File: src/rtl/ex_div.sv
// Iterative radix-2 divider for RV32M DIV/DIVU/REM/REMU inside the EX stage.
// Produces one quotient bit per cycle and returns the result with its rd.
// Ports:
//   clk, rst     clock; synchronous active-high reset
//   start_i      request a division (sampled only in IDLE)
//   op_i         funct3: 100 DIV, 101 DIVU, 110 REM, 111 REMU
//   dividend_i   rs1 value
//   divisor_i    rs2 value
//   waddr_i      rd of the divide instruction
//   flush_i      abort the current operation
//   busy_o       divider occupied; EX stalls
//   ready_o      one-cycle pulse; result_o/waddr_o valid (both 0 otherwise)
//   result_o     quotient or remainder
//   waddr_o      latched rd
module ex_div #(
    parameter int unsigned DATA_W     = 32,
    parameter int unsigned REG_ADDR_W = 5
) (
    input  logic                  clk,
    input  logic                  rst,
    input  logic                  start_i,
    input  logic [2:0]            op_i,
    input  logic [DATA_W-1:0]     dividend_i,
    input  logic [DATA_W-1:0]     divisor_i,
    input  logic [REG_ADDR_W-1:0] waddr_i,
    input  logic                  flush_i,
    output logic                  busy_o,
    output logic                  ready_o,
    output logic [DATA_W-1:0]     result_o,
    output logic [REG_ADDR_W-1:0] waddr_o
);

    localparam int unsigned CNT_W = $clog2(DATA_W);

    typedef enum logic [1:0] {
        IDLE  = 2'd0,
        START = 2'd1,
        CALC  = 2'd2,
        END   = 2'd3
    } state_t;

    state_t                state_q, state_d;
    logic [1:0]            op_q, op_d;          // bit1: remainder, bit0: unsigned
    logic [DATA_W-1:0]     dvd_q, dvd_d;        // dividend, shifted left as bits are consumed
    logic [DATA_W-1:0]     dvs_q, dvs_d;
    logic [DATA_W-1:0]     rem_q, rem_d;
    logic [DATA_W-1:0]     quo_q, quo_d;
    logic [CNT_W-1:0]      cnt_q, cnt_d;
    logic [REG_ADDR_W-1:0] waddr_q, waddr_d;
    logic                  div_zero_q, div_zero_d;
    logic                  neg_quo_q, neg_quo_d;
    logic                  neg_rem_q, neg_rem_d;
    logic                  busy_d, ready_d;
    logic [DATA_W-1:0]     result_d;
    logic [REG_ADDR_W-1:0] waddr_out_d;

    // Working values for the current cycle
    logic                  is_signed;
    logic [DATA_W:0]       rem_shift;   // one extra bit: partial remainder can exceed DATA_W bits before subtract
    logic [DATA_W:0]       rem_sub;
    logic [DATA_W-1:0]     quo_fix;
    logic [DATA_W-1:0]     rem_fix;

    // State and datapath registers
    always_ff @(posedge clk) begin
        if (rst) begin
            state_q    <= IDLE;
            op_q       <= '0;
            dvd_q      <= '0;
            dvs_q      <= '0;
            rem_q      <= '0;
            quo_q      <= '0;
            cnt_q      <= '0;
            waddr_q    <= '0;
            div_zero_q <= 1'b0;
            neg_quo_q  <= 1'b0;
            neg_rem_q  <= 1'b0;
            busy_o     <= 1'b0;
            ready_o    <= 1'b0;
            result_o   <= '0;
            waddr_o    <= '0;
        end else begin
            state_q    <= state_d;
            op_q       <= op_d;
            dvd_q      <= dvd_d;
            dvs_q      <= dvs_d;
            rem_q      <= rem_d;
            quo_q      <= quo_d;
            cnt_q      <= cnt_d;
            waddr_q    <= waddr_d;
            div_zero_q <= div_zero_d;
            neg_quo_q  <= neg_quo_d;
            neg_rem_q  <= neg_rem_d;
            busy_o     <= busy_d;
            ready_o    <= ready_d;
            result_o   <= result_d;
            waddr_o    <= waddr_out_d;
        end
    end

    // Next-state, datapath and output logic
    always_comb begin
        state_d     = state_q;
        op_d        = op_q;
        dvd_d       = dvd_q;
        dvs_d       = dvs_q;
        rem_d       = rem_q;
        quo_d       = quo_q;
        cnt_d       = cnt_q;
        waddr_d     = waddr_q;
        div_zero_d  = div_zero_q;
        neg_quo_d   = neg_quo_q;
        neg_rem_d   = neg_rem_q;
        busy_d      = busy_o;
        ready_d     = 1'b0;
        result_d    = '0;
        waddr_out_d = '0;

        is_signed = ~op_q[0];
        rem_shift = {rem_q, dvd_q[DATA_W-1]};
        rem_sub   = rem_shift - {1'b0, dvs_q};
        quo_fix   = neg_quo_q ? DATA_W'(-quo_q) : quo_q;
        rem_fix   = neg_rem_q ? DATA_W'(-rem_q) : rem_q;

        case (state_q)
            IDLE: begin
                busy_d = 1'b0;
                if (start_i && !flush_i && op_i[2]) begin
                    op_d    = op_i[1:0];
                    dvd_d   = dividend_i;
                    dvs_d   = divisor_i;
                    waddr_d = waddr_i;
                    busy_d  = 1'b1;
                    state_d = START;
                end
            end

            START: begin
                if (dvs_q == '0) begin
                    // Divide by zero: raw results, no sign correction
                    div_zero_d = 1'b1;
                    quo_d      = '1;
                    rem_d      = dvd_q;
                    state_d    = END;
                end else begin
                    div_zero_d = 1'b0;
                    neg_quo_d  = is_signed & (dvd_q[DATA_W-1] ^ dvs_q[DATA_W-1]);
                    neg_rem_d  = is_signed & dvd_q[DATA_W-1];
                    dvd_d      = (is_signed && dvd_q[DATA_W-1]) ? DATA_W'(-dvd_q) : dvd_q;
                    dvs_d      = (is_signed && dvs_q[DATA_W-1]) ? DATA_W'(-dvs_q) : dvs_q;
                    rem_d      = '0;
                    quo_d      = '0;
                    cnt_d      = '0;
                    state_d    = CALC;
                end
            end

            CALC: begin
                // Restoring step: bring in next dividend bit, subtract if it fits
                if (!rem_sub[DATA_W]) begin
                    rem_d = DATA_W'(rem_sub);
                    quo_d = {quo_q[DATA_W-2:0], 1'b1};
                end else begin
                    rem_d = DATA_W'(rem_shift);
                    quo_d = {quo_q[DATA_W-2:0], 1'b0};
                end
                dvd_d = {dvd_q[DATA_W-2:0], 1'b0};
                cnt_d = cnt_q + CNT_W'(1);
                if (cnt_q == CNT_W'(DATA_W - 1)) begin
                    state_d = END;
                end
            end

            END: begin
                if (div_zero_q) begin
                    result_d = op_q[1] ? rem_q : quo_q;
                end else begin
                    result_d = op_q[1] ? rem_fix : quo_fix;
                end
                ready_d     = 1'b1;
                waddr_out_d = waddr_q;
                busy_d      = 1'b0;
                state_d     = IDLE;
            end

            default: begin
                state_d = IDLE;
                busy_d  = 1'b0;
            end
        endcase

        // Flush aborts from any state; nothing reported
        if (flush_i) begin
            state_d     = IDLE;
            busy_d      = 1'b0;
            ready_d     = 1'b0;
            result_d    = '0;
            waddr_out_d = '0;
        end
    end

endmodule
File: config.mk
export PLATFORM = sky130hd
export DESIGN_NAME = ex_div
export DESIGN_NICKNAME = d
export VERILOG_FILES = /design/src/rtl/ex_div.sv
export SDC_FILE = /design/constraint.sdc
export NUM_CORES = 1
export LEC_CHECK = 0
export CORE_ASPECT_RATIO = 1.5
export CORE_MARGIN = 2
export CORE_UTILIZATION = 33
export DETAILED_ROUTE_END_ITERATION = 10
export DONT_BUFFER_PORTS = 1
export PLACE_DENSITY_LB_ADDON = 0.25
export SYNTH_ARGS = -nofsm -noshare
export SYNTH_HDL_FRONTEND = slang
export SYNTH_SLANG_ARGS = --single-unit
File: constraint.sdc
create_clock -name clk -period 4.05 [get_ports clk]
set_input_delay 0.81 -clock clk [delete_from_list [all_inputs] [get_ports clk]]
set_output_delay 0.81 -clock clk [all_outputs]
set_load 0.02 [all_outputs]
### Word-level counts from Yosys, hierarchy flattened

Cells that the tools add are included.

| storage, ports and cells | value |
|---|---|
| register bits | 184 |
| input port bits | 76 |
| output and inout bits | 39 |
| logic and storage cells | 84 |

| cells by class | value |
|---|---|
| add/sub/neg operators | 6 |
| equality and inequality tests | 9 |
| muxes and demuxes | 29 |
| bitwise operators | 6 |
| reductions and logical operators | 19 |

Operators with widths:

| cell | count |
|---|---|
| 2-to-1 mux 32 bit | 14 |
| case mux 32 bit (2 select lines) | 3 |
| negator 32 bit | 4 |
| case mux 32 bit (3 select lines) | 1 |
| subtractor 33 x 32 -> 33 bit | 1 |
| logical NOT 32 bit | 1 |
| != test 2 bit (second input constant) | 5 |
| case mux 5 bit (2 select lines) | 1 |
| case mux 2 bit (4 select lines) | 1 |
| AND reduction 2 bit | 4 |
| AND reduction 4 bit | 2 |
| nonzero test 2 bit | 3 |
| adder 5 x 1 -> 5 bit (second input constant) | 1 |
| equality test 5 bit (second input constant) | 1 |
| 2-to-1 mux 1 bit | 5 |
| 2-to-1 mux 5 bit | 1 |
| equality test 2 bit (second input constant) | 2 |
| logical AND 1 bit | 4 |
| 2-to-1 mux 2 bit | 2 |
| inverter 1 bit | 3 |
| nonzero test 3 bit | 1 |
| OR reduction 3 bit | 1 |
| bitwise AND 1 bit | 2 |
| equality test 2 x 1 -> 1 bit (second input constant) | 1 |
| other kinds (5) | 5 |

### Depth between registers and ports, before layout

| depth | value |
|---|---|
| depth after elaboration | 5 |
| gate-level depth with buffers | 13 |
| depth with buffers taken out | 12 |

### Worst setup path before layout

OpenSTA, ideal clock, no wires.

| path | value |
|---|---|
| path kind | reg2reg |
| from | reg dvd_q[31] |
| to | reg rem_q[21] |
| library setup time | 0.137 ns |
| data arrival time | 3.525 ns |
| required time | 3.913 ns |
| slack | 0.387 ns |
| cell stages (with the launch flop) | 14 |
| buffers on the path | 1 |
| clock period less this slack | 3.663 ns |
| cells stage by stage | dfxtp_1 > inv_1 > ha_1 > fa_1 > nand2b_1 > a21oi_1 > o21ai_0 > o21ai_0 > a41oi_1 > xnor2_1 > buf_2 > mux2_2 > a21oi_1 > a211oi_1 |

| on the way | value |
|---|---|
| longest elaborated chain between the ends | 3 |

RTL lines:

| item | RTL line | source |
|---|---|---|
| start: declaration | 44 | `logic [DATA_W-1:0] dvd_q, dvd_d;` |
| start signal: assignment | 85 | `dvd_q <= dvd_d;` |
| subtractor 33 x 32 -> 33 bit | 121 | `rem_sub = rem_shift - {1'b0, dvs_q};` |
| 2-to-1 mux 32 bit | 160 | `if (!rem_sub[DATA_W]) begin` |
| case mux 32 bit (2 select lines) | 125 | `case (state_q)` |
| end signal: assignment | 87 | `rem_q <= rem_d;` |
| end: declaration | 46 | `logic [DATA_W-1:0] rem_q, rem_d;` |

No other way between the ends.
A chain may end at the register's enable or synchronous reset.

### Worst setup path after layout

| path | value |
|---|---|
| from | reg dvs_q[5] |
| to | reg rem_q[15] |

| on the way | value |
|---|---|
| longest elaborated chain between the ends | 3 |
| elaborated cells between the ends (all ways) | 5 |
| classes of those cells | 1 x add/sub; 3 x mux; 1 x reduce/logical |

RTL lines:

| item | RTL line | source |
|---|---|---|
| start: declaration | 45 | `logic [DATA_W-1:0] dvs_q, dvs_d;` |
| start signal: assignment | 86 | `dvs_q <= dvs_d;` |
| subtractor 33 x 32 -> 33 bit or logical NOT 32 bit (tied branches) | 121, 139 |  |
| 2-to-1 mux 32 bit, on equally long branches | 160, 139 |  |
| case mux 32 bit (2 select lines) * | 125 |  |

Every way passes the cells marked *; elsewhere a longest branch is shown, timed or not.

==> results.toml <==
[status]
status = "finished clean"

[routing]
detailroute.via_count = 13340
viasPerCell = 5.915
drt.antenna.violating_nets = 0
routed_wirelength_mm = 46.00
routed-wl-met3_mm = 2.283
routedLengthMet1_mm = 19.07
routed.top_layer = "met4"
number_of_optimization_iterations_in_the_first_detailed_route_pass = 7
routedWlPerCell_um = 20.40
initialDrtViolationCount = 769
route.met2.wl_mm = 22.99
route.detailed.drc = 0

[clock_tree]
clockBufferDepth = 2
post_cts_hold_buffer_count = 0
cts_repair_resize_count = 0
clk-insertion-delay-late_ns = 0.48
cts.repair_timing.setup_buffer_count = 0
tritoncts = "yes"
clock_tree.root_cell = "sky130_fd_sc_hd__clkbuf_16"
clk_transition_reported_paths_ns = 0.08
cts-htree-levels = 4
tritoncts.num_buffers = 17
tritoncts_num_sinks = 184

[finish]
num-nets-final = 1859
area.sequential_um2 = 3687
syn_to_final_growth_pct = 8.469
post_route_cells_drive_above_1_share = 0.06959
post-route-cell-area_um2 = 14200
multiInputGateArea_um2 = 8643
layout.filler_cells = 4159

[setup_path]
critPathMaxFanout = 22
rrSetupSlack_ns = 0.37
critical_path_required_ns = 4.40
timing.critical_path.to_type = "flip-flop"
worst_reg2reg_startpoint = "dvs_q[5]"
setup.worst_path.start = "dvs_q[5]"
critical_path_class = "flip-flop to flip-flop"
rr_worst_depth = 13
reg2reg_to = "rem_q[15]"
timing.critical_path.arrival_ns = 4.02
cp-endpoint = "rem_q[15]"
worstSetupStartpointType = "flip-flop"

[timing]
max_clock_freq_ghz = 0.2721
timing_max_transition_violations_final = 0
hold_viol = 0
finalClockSkew_ns = 0.01817
min_period_over_period = 0.9076
timing_worst_slew_pin_value_ns = 1.016
tns_ns = 0
worst_hold_slack_ns = 0.4136
max_slew_margin = 0.3212
grt_setup_unrepaired = "false"
final-setup-viol-count = 0
period_needed_ns = 3.676

[placed_design]
place_congestion = 0.9656
place.port_buffers = 0
placed_cell_area_um2 = 13600
dpl.hpwl_mm = 33.79

[global_route]
grt_pass1_vias = 12630
grt_remaining_overflow = 0
grt_antenna_before_repair = 1
groute.usage.overall = 0.2188
grt_first_pass_wirelength_mm = 72.22
pin_count_of_the_biggest_net_entering_global_routing = 148

[job]
max_cap_viol_count = 0

[logic_synthesis]
synth_cell_area_um2 = 13090
yosysUniqueCellTypes = 76
synth_top_cell_by_area = "sky130_fd_sc_hd__dfxtp_1"
async_flop_share = 0
postSynthCellCount = 1818
ys_seq_area_frac = 0.2814
synthFlopType = "sky130_fd_sc_hd__dfxtp_1"
total_of_warnings_raised_by_yosys = 0
post_synth.cell_area_avg_um2 = 7.200
synth_top_cells_by_area = "sky130_fd_sc_hd__dfxtp_1 (28%), sky130_fd_sc_hd__nor2_1 (7.5%), sky130_fd_sc_hd__a21oi_1 (5.8%)"
synth-edff-count = 0
synth_seq_cells = 184
netlist.area_leader.share = 0.2814
postSynthNetCount = 1937

[floorplan]
floorplan.io_pins = 115
die_area_um2 = 41310
initial_core_util = 0.3340
floorplan.die.width_um = 166.6
num_rows = 89
core_area_um2 = 39200
fp.dieH_um = 247.9

[power_and_ir_drop]
ir_worst_vdd_mv = 0.2389
pwr-share-comb = 0.333
areal_power_density_over_the_cells_nw_per_um2 = 401.9
switching_power_mw = 2.151
total_leakage_power_nw = 5.170
proportion_of_total_power_due_to_net_switching = 0.3770
power.sequential.fraction = 0.353
internal-power_mw = 3.555
clockPowerShare = 0.314
total_power_mw = 5.707

[worst_hold_path]
worst_hold_startpoint = "rst"
timing.hold.worst.class = "input pin to flip-flop"
-- through the flow --
| step | std cells | util | setup WS (ns) |
|---|---|---|---|
| after global routing | 2254 | 0.3622 | 0.1156 |
| after CTS | 2253 | 0.3621 | 0.4407 |
| after global placement | 2221 | 0.3469 | 0.4725 |
| after detailed placement | 2221 | 0.3469 | 0.4763 |
| after floorplan | 1818 | - | 0.3873 |
| final | 2255 | 0.3622 | 0.3744 |
-- metal layers --
layer / vias to the layer above / track usage
met3: 85 / 0.03269
li1: 6508 / -
met2: 381 / 0.3898
met5: - / 0
met4: 0 / 0.09838
met1: 6365 / 0.2599
-- power by group through the flow --
stage | logic [mW] | clock network [mW] | registers, mW
6_report | 1.90 | 1.79 | 2.01
5_1_grt | 2.09 | 1.90 | 2.03
4_1_cts | 1.89 | 1.83 | 2.01
3_5_place_dp | 1.88 | 0 | 2.05
3_3_place_gp | 1.87 | 0 | 2.05
2_1_floorplan | 1.41 | 0 | 1.99
-- worst min-delay path by stage --
stage	end	slack [ns]	cells after the start
2_1_floorplan	cnt_q[4]	0.44	2
3_3_place_gp	cnt_q[4]	0.44	2
3_5_place_dp	cnt_q[4]	0.45	2
4_1_cts	waddr_q[4]	0.39	1
5_1_grt	waddr_q[4]	0.40	1
6_report	waddr_q[3]	0.41	1
-- Yosys cell counts (5+ instances only) --
cell and n:
sky130_fd_sc_hd__nor2_1 260, sky130_fd_sc_hd__or3_1 21, sky130_fd_sc_hd__nor4_1 14, sky130_fd_sc_hd__ha_1 42
sky130_fd_sc_hd__nand4_1 20, sky130_fd_sc_hd__mux2_2 18, sky130_fd_sc_hd__and2_1 7, sky130_fd_sc_hd__xor2_1 19
sky130_fd_sc_hd__xnor2_1 29, sky130_fd_sc_hd__a21oi_1 152, sky130_fd_sc_hd__a211oi_1 30, sky130_fd_sc_hd__a311oi_1 68
sky130_fd_sc_hd__buf_1 9, sky130_fd_sc_hd__o31a_1 5, sky130_fd_sc_hd__nand3b_1 6, sky130_fd_sc_hd__o31ai_1 26
sky130_fd_sc_hd__a221oi_1 12, sky130_fd_sc_hd__a2bb2oi_1 11, sky130_fd_sc_hd__nor3_1 60, sky130_fd_sc_hd__o21a_1 6
sky130_fd_sc_hd__or2_2 9, sky130_fd_sc_hd__a21o_1 15, sky130_fd_sc_hd__mux2i_1 30, sky130_fd_sc_hd__clkbuf_1 127
sky130_fd_sc_hd__nor2b_1 13, sky130_fd_sc_hd__nor3b_1 7, sky130_fd_sc_hd__o211ai_1 12, sky130_fd_sc_hd__a211o_1 9
sky130_fd_sc_hd__o21ai_0 104, sky130_fd_sc_hd__a22oi_1 18, sky130_fd_sc_hd__a2111oi_0 11, sky130_fd_sc_hd__o22ai_1 5
sky130_fd_sc_hd__and3_1 17, sky130_fd_sc_hd__dfxtp_1 184, sky130_fd_sc_hd__nand3_1 42, sky130_fd_sc_hd__a31oi_1 28
sky130_fd_sc_hd__or4_1 12, sky130_fd_sc_hd__nand2b_1 26, sky130_fd_sc_hd__o41ai_1 5, sky130_fd_sc_hd__nand2_1 188
sky130_fd_sc_hd__inv_1 73
-- cell families after synthesis --
kind of cell    Yosys count  share of synthesized area
compound gates          558                     0.2834
xor+xnor                 48                    0.03212
fa+ha+maj                43                    0.04167
buf+inv                 216                    0.06318
flops                   184                     0.2814
mux                      51                    0.04359
simple gates            718                     0.2546
-- flip-flops by register name, indices dropped and copies added (netlist names) --
name and cells:
neg_quo_q 1, dvs_q 32, busy_o 1, waddr_o 5, div_zero_q 1, neg_rem_q 1, rem_q 32, waddr_q 5
op_q 2, state_q 2, quo_q 32, ready_o 1, dvd_q 32, cnt_q 5, result_o 32
-- layout make-up --
| type | instances | share of cell area |
|---|---|---|
| multi-input cells | 1418 | 0.6087 |
| flip-flops and latches | 184 | 0.2597 |
| clock inverters | 13 | 0.01013 |
| inverters | 74 | 0.01956 |
| diodes | 2 | 0.0003525 |
| well taps | 500 | 0.04406 |
| clock buffers | 19 | 0.03190 |
| repair buffers | 45 | 0.02556 |
-- placed cells by master (no fill, tap or decap), types with 11 or more instances in the layout --
cell | netlist | final
sky130_fd_sc_hd__nor2_1 | 260 | 260
sky130_fd_sc_hd__nand2_1 | 188 | 188
sky130_fd_sc_hd__dfxtp_1 | 184 | 183
sky130_fd_sc_hd__a21oi_1 | 152 | 151
sky130_fd_sc_hd__o21ai_0 | 104 | 104
sky130_fd_sc_hd__inv_1 | 73 | 72
sky130_fd_sc_hd__a311oi_1 | 68 | 68
sky130_fd_sc_hd__nor3_1 | 60 | 60
sky130_fd_sc_hd__buf_4 | 1 | 43
sky130_fd_sc_hd__nand3_1 | 42 | 42
sky130_fd_sc_hd__ha_1 | 42 | 39
sky130_fd_sc_hd__mux2i_1 | 30 | 30
sky130_fd_sc_hd__a211oi_1 | 30 | 30
sky130_fd_sc_hd__a31oi_1 | 28 | 28
sky130_fd_sc_hd__xnor2_1 | 29 | 28
sky130_fd_sc_hd__nand2b_1 | 26 | 26
sky130_fd_sc_hd__o31ai_1 | 26 | 26
sky130_fd_sc_hd__or3_1 | 21 | 21
sky130_fd_sc_hd__nand4_1 | 20 | 20
sky130_fd_sc_hd__xor2_1 | 19 | 19
sky130_fd_sc_hd__mux2_2 | 18 | 18
sky130_fd_sc_hd__a22oi_1 | 18 | 18
sky130_fd_sc_hd__and3_1 | 17 | 17
sky130_fd_sc_hd__clkbuf_16 | 0 | 17
sky130_fd_sc_hd__a21o_1 | 15 | 15
sky130_fd_sc_hd__nor4_1 | 14 | 14
sky130_fd_sc_hd__nor2b_1 | 13 | 13
sky130_fd_sc_hd__or4_1 | 12 | 12
sky130_fd_sc_hd__o211ai_1 | 12 | 12
sky130_fd_sc_hd__a221oi_1 | 12 | 12
sky130_fd_sc_hd__a2111oi_0 | 11 | 11
sky130_fd_sc_hd__a2bb2oi_1 | 11 | 11
-- critical path, cell delays in order (launching register included) --
cell and delay (ns):
sky130_fd_sc_hd__dfxtp_1 0.43, sky130_fd_sc_hd__inv_1 0.09, sky130_fd_sc_hd__ha_1 0.36, sky130_fd_sc_hd__a21o_1 0.22
sky130_fd_sc_hd__a211o_1 0.28, sky130_fd_sc_hd__o21ai_0 0.46, sky130_fd_sc_hd__o21ai_0 0.14, sky130_fd_sc_hd__buf_4 0.18
sky130_fd_sc_hd__a41oi_1 0.34, sky130_fd_sc_hd__xnor2_2 0.19, sky130_fd_sc_hd__buf_12 0.21, sky130_fd_sc_hd__mux2_2 0.35
sky130_fd_sc_hd__a211oi_1 0.23, sky130_fd_sc_hd__a211oi_1 0.07
(Power assumes the default switching activity.)
